==> src/rtl/tt_pkg.sv <==
// -----------------------------------------------------------------------------
// tt_pkg
// Shared definitions for the truth-table sweeper:
//   tt_state_e      - sweep FSM states (IDLE, SETTLE, SAMPLE, DONE)
//   TT_CNT_W        - width of the settle counter (8 bits, SETTLE_CYCLES 1..255)
//   TT_N_IN_DEFAULT - default stimulus vector width
//   tt_table_w()    - truth table width for a given input width (2^n_in)
// -----------------------------------------------------------------------------
package tt_pkg;

    typedef enum logic [1:0] {
        IDLE,
        SETTLE,
        SAMPLE,
        DONE
    } tt_state_e;

    localparam int unsigned TT_CNT_W        = 8;
    localparam int unsigned TT_N_IN_DEFAULT = 4;

    function automatic int unsigned tt_table_w(input int unsigned n_in);
        return 32'd1 << n_in;
    endfunction

endpackage : tt_pkg

==> src/rtl/tt_settle_timer.sv <==
// -----------------------------------------------------------------------------
// tt_settle_timer
// Load/count/expire counter that times how long a stimulus vector is held
// before the function output is sampled.
//
// Parameters:
//   SETTLE_CYCLES - clocks per vector before expiry, legal range 1..255
// Ports:
//   i_clk    in  1  rising-edge clock
//   i_rst    in  1  synchronous active-high reset, clears the count
//   i_load   in  1  restart the count from zero (on entry to SETTLE)
//   i_en     in  1  count enable (high while in SETTLE)
//   o_expire out 1  count has reached SETTLE_CYCLES-1 while enabled
// -----------------------------------------------------------------------------
module tt_settle_timer
    import tt_pkg::*;
#(
    parameter int unsigned SETTLE_CYCLES = 1
) (
    input  logic i_clk,
    input  logic i_rst,
    input  logic i_load,
    input  logic i_en,
    output logic o_expire
);

    if (SETTLE_CYCLES < 1 || SETTLE_CYCLES > 255) begin : g_bad_settle
        $error("tt_settle_timer: SETTLE_CYCLES must be in 1..255");
    end

    localparam logic [TT_CNT_W-1:0] LAST_CNT = TT_CNT_W'(SETTLE_CYCLES - 1);

    logic [TT_CNT_W-1:0] r_cnt;

    always_ff @(posedge i_clk) begin
        if (i_rst) begin
            r_cnt <= '0;
        end else if (i_load) begin
            r_cnt <= '0;
        end else if (i_en) begin
            r_cnt <= r_cnt + 1'b1;
        end
    end

    assign o_expire = i_en && (r_cnt == LAST_CNT);

endmodule : tt_settle_timer

==> src/rtl/truth_table_sweeper.sv <==
// -----------------------------------------------------------------------------
// truth_table_sweeper
// Steps a stimulus vector through all 2^N_IN combinations, holds each one for
// SETTLE_CYCLES clocks, samples the function output and assembles the complete
// truth table into one register.
//
// Optional feature (macro TT_GOLDEN_CHECK_EN): compare the finished table with
// EXPECTED and flag a difference on o_mismatch. Without the macro o_mismatch
// is tied low and EXPECTED is ignored.
//
// Parameters:
//   N_IN          - stimulus vector width (table width TABLE_W = 2^N_IN)
//   SETTLE_CYCLES - clocks each vector is held before sampling, 1..255
//   EXPECTED      - golden truth table (golden-check build only)
// Ports:
//   i_clk      in  1        rising-edge clock
//   i_rst      in  1        synchronous active-high reset
//   i_start    in  1        request a sweep, accepted only in IDLE
//   i_f_in     in  1        output of the function under sweep
//   o_abcd     out N_IN     stimulus vector, MSB = a, LSB = d
//   o_busy     out 1        high from the accepting edge until DONE
//   o_done     out 1        one-cycle pulse when the table is complete
//   o_table    out TABLE_W  bit i = f sampled while abcd == i
//   o_mismatch out 1        finished table differs from EXPECTED
// -----------------------------------------------------------------------------
module truth_table_sweeper
    import tt_pkg::*;
#(
    parameter int unsigned                        N_IN          = TT_N_IN_DEFAULT,
    parameter int unsigned                        SETTLE_CYCLES = 1,
    parameter logic [tt_table_w(N_IN)-1:0]        EXPECTED      = '0
) (
    input  logic                        i_clk,
    input  logic                        i_rst,
    input  logic                        i_start,
    input  logic                        i_f_in,
    output logic [N_IN-1:0]             o_abcd,
    output logic                        o_busy,
    output logic                        o_done,
    output logic [tt_table_w(N_IN)-1:0] o_table,
    output logic                        o_mismatch
);

    localparam int unsigned     TABLE_W  = tt_table_w(N_IN);
    localparam logic [N_IN-1:0] LAST_IDX = '1;

    tt_state_e          r_state;
    logic [N_IN-1:0]    r_idx;
    logic [N_IN-1:0]    r_abcd;
    logic [TABLE_W-1:0] r_table;
    logic               r_busy;
    logic               r_done;

    logic w_last;
    logic w_timer_load;
    logic w_timer_en;
    logic w_expire;

    assign w_last       = (r_idx == LAST_IDX);
    // Timer restarts whenever SETTLE is entered: at start acceptance and on
    // every SAMPLE exit that is not the final one.
    assign w_timer_load = ((r_state == IDLE) && i_start) ||
                          ((r_state == SAMPLE) && !w_last);
    assign w_timer_en   = (r_state == SETTLE);

    tt_settle_timer #(
        .SETTLE_CYCLES (SETTLE_CYCLES)
    ) u_settle_timer (
        .i_clk    (i_clk),
        .i_rst    (i_rst),
        .i_load   (w_timer_load),
        .i_en     (w_timer_en),
        .o_expire (w_expire)
    );

`ifdef TT_GOLDEN_CHECK_EN
    logic r_mismatch;
`endif

    always_ff @(posedge i_clk) begin
        if (i_rst) begin
            r_state <= IDLE;
            r_idx   <= '0;
            r_abcd  <= '0;
            r_table <= '0;
            r_busy  <= 1'b0;
            r_done  <= 1'b0;
`ifdef TT_GOLDEN_CHECK_EN
            r_mismatch <= 1'b0;
`endif
        end else begin
            r_done <= 1'b0;
            case (r_state)
                IDLE: begin
                    if (i_start) begin
                        r_state <= SETTLE;
                        r_table <= '0;
                        r_idx   <= '0;
                        r_abcd  <= '0;
                        r_busy  <= 1'b1;
`ifdef TT_GOLDEN_CHECK_EN
                        r_mismatch <= 1'b0;
`endif
                    end
                end
                SETTLE: begin
                    if (w_expire) begin
                        r_state <= SAMPLE;
                    end
                end
                SAMPLE: begin
                    r_table[r_idx] <= i_f_in;
                    // The last index is not incremented, so the vector never wraps.
                    if (w_last) begin
                        r_state <= DONE;
                        r_busy  <= 1'b0;
                        r_done  <= 1'b1;
                    end else begin
                        r_idx   <= r_idx + 1'b1;
                        r_abcd  <= r_idx + 1'b1;
                        r_state <= SETTLE;
                    end
                end
                DONE: begin
                    r_abcd  <= '0;
                    r_state <= IDLE;
`ifdef TT_GOLDEN_CHECK_EN
                    // r_table holds the final table during the DONE cycle.
                    r_mismatch <= (r_table != EXPECTED);
`endif
                end
                default: begin
                    r_state <= IDLE;
                end
            endcase
        end
    end

    assign o_abcd  = r_abcd;
    assign o_busy  = r_busy;
    assign o_done  = r_done;
    assign o_table = r_table;

`ifdef TT_GOLDEN_CHECK_EN
    assign o_mismatch = r_mismatch;
`else
    logic w_unused_expected;
    assign w_unused_expected = ^EXPECTED;
    assign o_mismatch        = 1'b0;
`endif

endmodule : truth_table_sweeper
==> config.mk <==
export PLATFORM = sky130hd
export DESIGN_NAME = truth_table_sweeper
export DESIGN_NICKNAME = d
export VERILOG_FILES = /design/src/rtl/tt_pkg.sv /design/src/rtl/tt_settle_timer.sv /design/src/rtl/truth_table_sweeper.sv
export SDC_FILE = /design/constraint.sdc
export NUM_CORES = 1
export LEC_CHECK = 0
export CORE_UTILIZATION = 57
export DETAILED_ROUTE_END_ITERATION = 10
export PLACE_DENSITY = 0.8
export SYNTH_ARGS = -nofsm -noshare
export SYNTH_HDL_FRONTEND = slang
export SYNTH_HIERARCHICAL = 1
export SYNTH_SLANG_ARGS = --single-unit
==> constraint.sdc <==
create_clock -name i_clk -period 2.95 [get_ports i_clk]
set_input_delay 0.4425 -clock i_clk [delete_from_list [all_inputs] [get_ports i_clk]]
set_output_delay 0.4425 -clock i_clk [all_outputs]
set_load 0.02 [all_outputs]
==> flow_metrics.py <==
metrics = {
    "logic_synthesis": {
        "syn_area_per_cell_um2": 8.94,
        "yosys-top-cells-area": "dfxtp_1 41%, a21oi_1 7.2%, nand4_1 6.1%",
        "synth-seq-cells": 36,
        "ys_warn_count": 6,
        "synth.distinct_cells": 39,
        "syn_nets": 205,
        "syn_area_mm2": 0.00174,
        "synth-seq-area-share_pct": 41.3,
        "synthesis.instances": 195,
        "synth_top_area_cell": "dfxtp_1",
        "synth_top_area_share_pct": 41.3,
    },
    "clock_network": {
        "cts_max_level": 2,
        "clkSlewWorstSetupHoldPaths_ns": 0.11,
        "cts_tree": "done",
        "worstSkewPairLatency_ns": 0.34,
        "cts_resized": 0,
        "cts_sinks": 36,
        "clockBufferDepth": 2,
        "cts-root-buf": "clkbuf_4",
        "numCtsBuffers": 5,
        "postCtsSetupRepairBufs": 0,
        "ctsHoldBuffers": 0,
    },
    "detailed_routing": {
        "routed_wl_um": 3730,
        "avgViaCountPerCell": 6.30,
        "drtIter0Drc": 72,
        "drtPass1Iterations": 8,
        "vias": 1536,
        "drc": 3,
        "wire_per_inst_um": 15.3,
        "ant_nets": 0,
    },
    "sta": {
        "final-hold-violation-count": 0,
        "slew_headroom_pct": 49.5,
        "fin_skew_ns": 0.0103,
        "timing.hold.ws_ns": 0.491,
        "post-route-period-util_pct": 70.0,
        "report.final.slew_viol_count": 0,
        "post-route-min-period_ns": 2.06,
        "totalNegativeSetupSlack_ns": 0,
        "worst_pin_slew_ns": 0.756,
        "rsz0062_at_grt": "no",
        "finalSetupViolations": 0,
        "max_freq_mhz": 485,
    },
    "die": {
        "initial_utilization_pct": 61.7,
        "core_mm2": 0.00283,
        "rows": 19,
        "io_pins": 27,
        "die_area_mm2": 0.00329,
        "die_h_um": 57.3,
        "fp.dieW_um": 57.3,
    },
    "min_path": {
        "min_path_type": "reg2reg",
        "worstHoldStart": "o_abcd[1]$_SDFFE_PP0P_",
        "min_to": "o_abcd[1]$_SDFFE_PP0P_",
        "min_path_cells": 2,
    },
    "pwr": {
        "peakVddDrop_v": 0.000395,
        "p_leak_nw": 0.667,
        "cellPowerDensity_mw_per_mm2": 520,
        "total_power_mw": 1.08,
    },
    "setup_path": {
        "setup.worst_path.start_class": "flip-flop",
        "cp_max_fo": 10,
        "end_kind": "flip-flop",
        "arrival_ns": 2.34,
        "r2r_end": "u_settle_timer/r_cnt[7]$_SDFFE_PP0P_",
        "worstPathRequired_ns": 3.22,
        "r2r_slack_ns": 0.89,
        "rr_startpoint": "r_state[0]$_SDFFE_PP0P_",
        "reg2reg_depth": 4,
        "criticalPathCategory": "reg2reg",
    },
    "global_route": {
        "track_usage_pct": 23.9,
        "grt_first_pass_wirelength_um": 6120,
        "grt_pass1_vias": 1412,
        "grt_max_degree": 33,
        "antenna_found_initial": 0,
        "grt-ovfl-total": 0,
    },
    "run": {
        "max_cap_violations": 0,
    },
    "outcome": {
        "status": "complete, but fails checks",
        "violations": "DRC",
    },
    "placement": {
        "dp.cells": 236,
        "hpwl_um": 2550,
        "port_buffers": 25,
        "place_area_mm2": 0.00195,
        "gp_congestion": 0.777,
    },
    "cells_and_area": {
        "finalNetCount": 222,
        "design_area_mm2": 0.00208,
        "drive_above_1_share_pct": 7.04,
        "num_antenna_cells": 0,
        "syn2layout_area_growth_pct": 19.1,
        "instances_no_fill": 244,
    },
}
==> flip-flops by register name, summed over array words and instances (netlist names) <==
| signal | cells |
|---|---|
| o_table | 16 |
| o_busy | 1 |
| o_abcd | 4 |
| o_done | 1 |
| r_idx | 4 |
| r_state | 2 |
| u_settle_timer/r_cnt | 8 |
==> metal layers <==
layer / vias up / GRT usage (%) / part of all wire (%)
met5: - / 0 / 0
met2: 57 / 40.2 / 50
met1: 728 / 29.1 / 44
li1: 747 / - / -
met3: 4 / 5.22 / 5.1
met4: 0 / 11.5 / 0.97
==> cells in the final DEF (no fill, tap or decap), types with 2 or more instances in the layout <==
cell type / Yosys / layout
a21oi_1: 25 / 25
dfxtp_1: 36 / 36
o311ai_1: 4 / 4
clkdlybuf4s50_1: 0 / 25
inv_1: 6 / 6
clkbuf_4: 0 / 5
nand2b_1: 7 / 7
o211ai_1: 12 / 12
o21ai_0: 5 / 5
o22ai_1: 2 / 2
xnor2_1: 3 / 3
xor2_1: 3 / 3
bufinv_16: 0 / 3
nand4_1: 17 / 17
buf_4: 1 / 2
nand3_1: 7 / 7
nand2_1: 5 / 5
nand3b_1: 4 / 4
ha_1: 6 / 6
or3_1: 3 / 3
o32ai_1: 3 / 3
nor2_1: 9 / 9
nor2b_1: 5 / 5
==> power by group <==
part | internal [mW] | total (mW) | switching, mW | leakage, nW
combinational | 0.0264 | 0.0682 | 0.0419 | 0.311
clock | 0.349 | 0.514 | 0.165 | 0.0654
sequential | 0.491 | 0.498 | 0.00715 | 0.291
==> logic make-up (layout without fill, tap and decap cells) <==
group	count (synthesis)	count (layout)	share of synthesized area [%]
XOR/XNOR	6	6	3.01
buffers and inverters	23	41	6.96
other	1	1	0.215
AND/OR/NAND/NOR	66	66	22.9
AO/OA/AOI/OAI	56	56	20.7
adder cells (fa/ha/maj)	6	6	4.30
multiplexers	1	1	0.574
flip-flops	36	36	41.3
==> Yosys cell counts (all sizes together) <==
master / instances
dfxtp: 36
a21oi: 25
nand4: 18
o211ai: 12
buf: 11
nor2: 9
nand2b: 7
nand3: 7
clkbuf: 6
ha: 6
inv: 6
o21ai: 6
nand2: 5
nor2b: 5
nand3b: 4
o311ai: 4
o32ai: 3
or3: 3
xnor2: 3
xor2: 3
o22ai: 2
a211oi: 1
and2: 1
and3: 1
and4: 1
and4b: 1
conb: 1
mux2i: 1
nor4b: 1
o21a: 1
o21bai: 1
o22a: 1
or2: 1
or3b: 1
or4: 1
==> layout make-up <==
class                           instances  area (um^2)
Clock inverter                          3         90.1
Tap cell                               31         38.8
Multi-Input combinational cell        136          902
Fill cell                             242          752
Clock buffer                            5         37.5
Timing Repair Buffer                   27          265
Inverter                                6         22.5
Sequential cell                        36          721
==> worst max-delay path by stage <==
stage | startpoint | end | slack, ns | depth (start not counted)
2_1_floorplan | r_idx[0]$_SDFFE_PP0P_ | u_settle_timer/r_cnt[5]$_SDFFE_PP0P_ | 1.39 | 7
3_3_place_gp | i_start | o_table[0]$_SDFFE_PP0P_ | 0.93 | 4
3_5_place_dp | i_start | o_table[0]$_SDFFE_PP0P_ | 0.87 | 4
4_1_cts | r_state[0]$_SDFFE_PP0P_ | u_settle_timer/r_cnt[7]$_SDFFE_PP0P_ | 0.99 | 4
5_1_grt | r_state[0]$_SDFFE_PP0P_ | u_settle_timer/r_cnt[7]$_SDFFE_PP0P_ | 0.82 | 4
6_report | r_state[0]$_SDFFE_PP0P_ | u_settle_timer/r_cnt[7]$_SDFFE_PP0P_ | 0.89 | 4
==> stage by stage <==
stage          util (%)  worst slack, ns
6_report           73.4            0.886
5_1_grt            73.4            0.824
4_1_cts            73.4            0.987
3_5_place_dp       68.9            0.875
3_3_place_gp       68.9            0.933
2_1_floorplan         -             1.39
==> critical path: stages (launching register included) <==
cell	delay [ns]
dfxtp_1	0.49
nor2b_1	0.66
nand4_2	0.27
or3_1	0.41
a21oi_1	0.17
(Power assumes the default switching activity.)
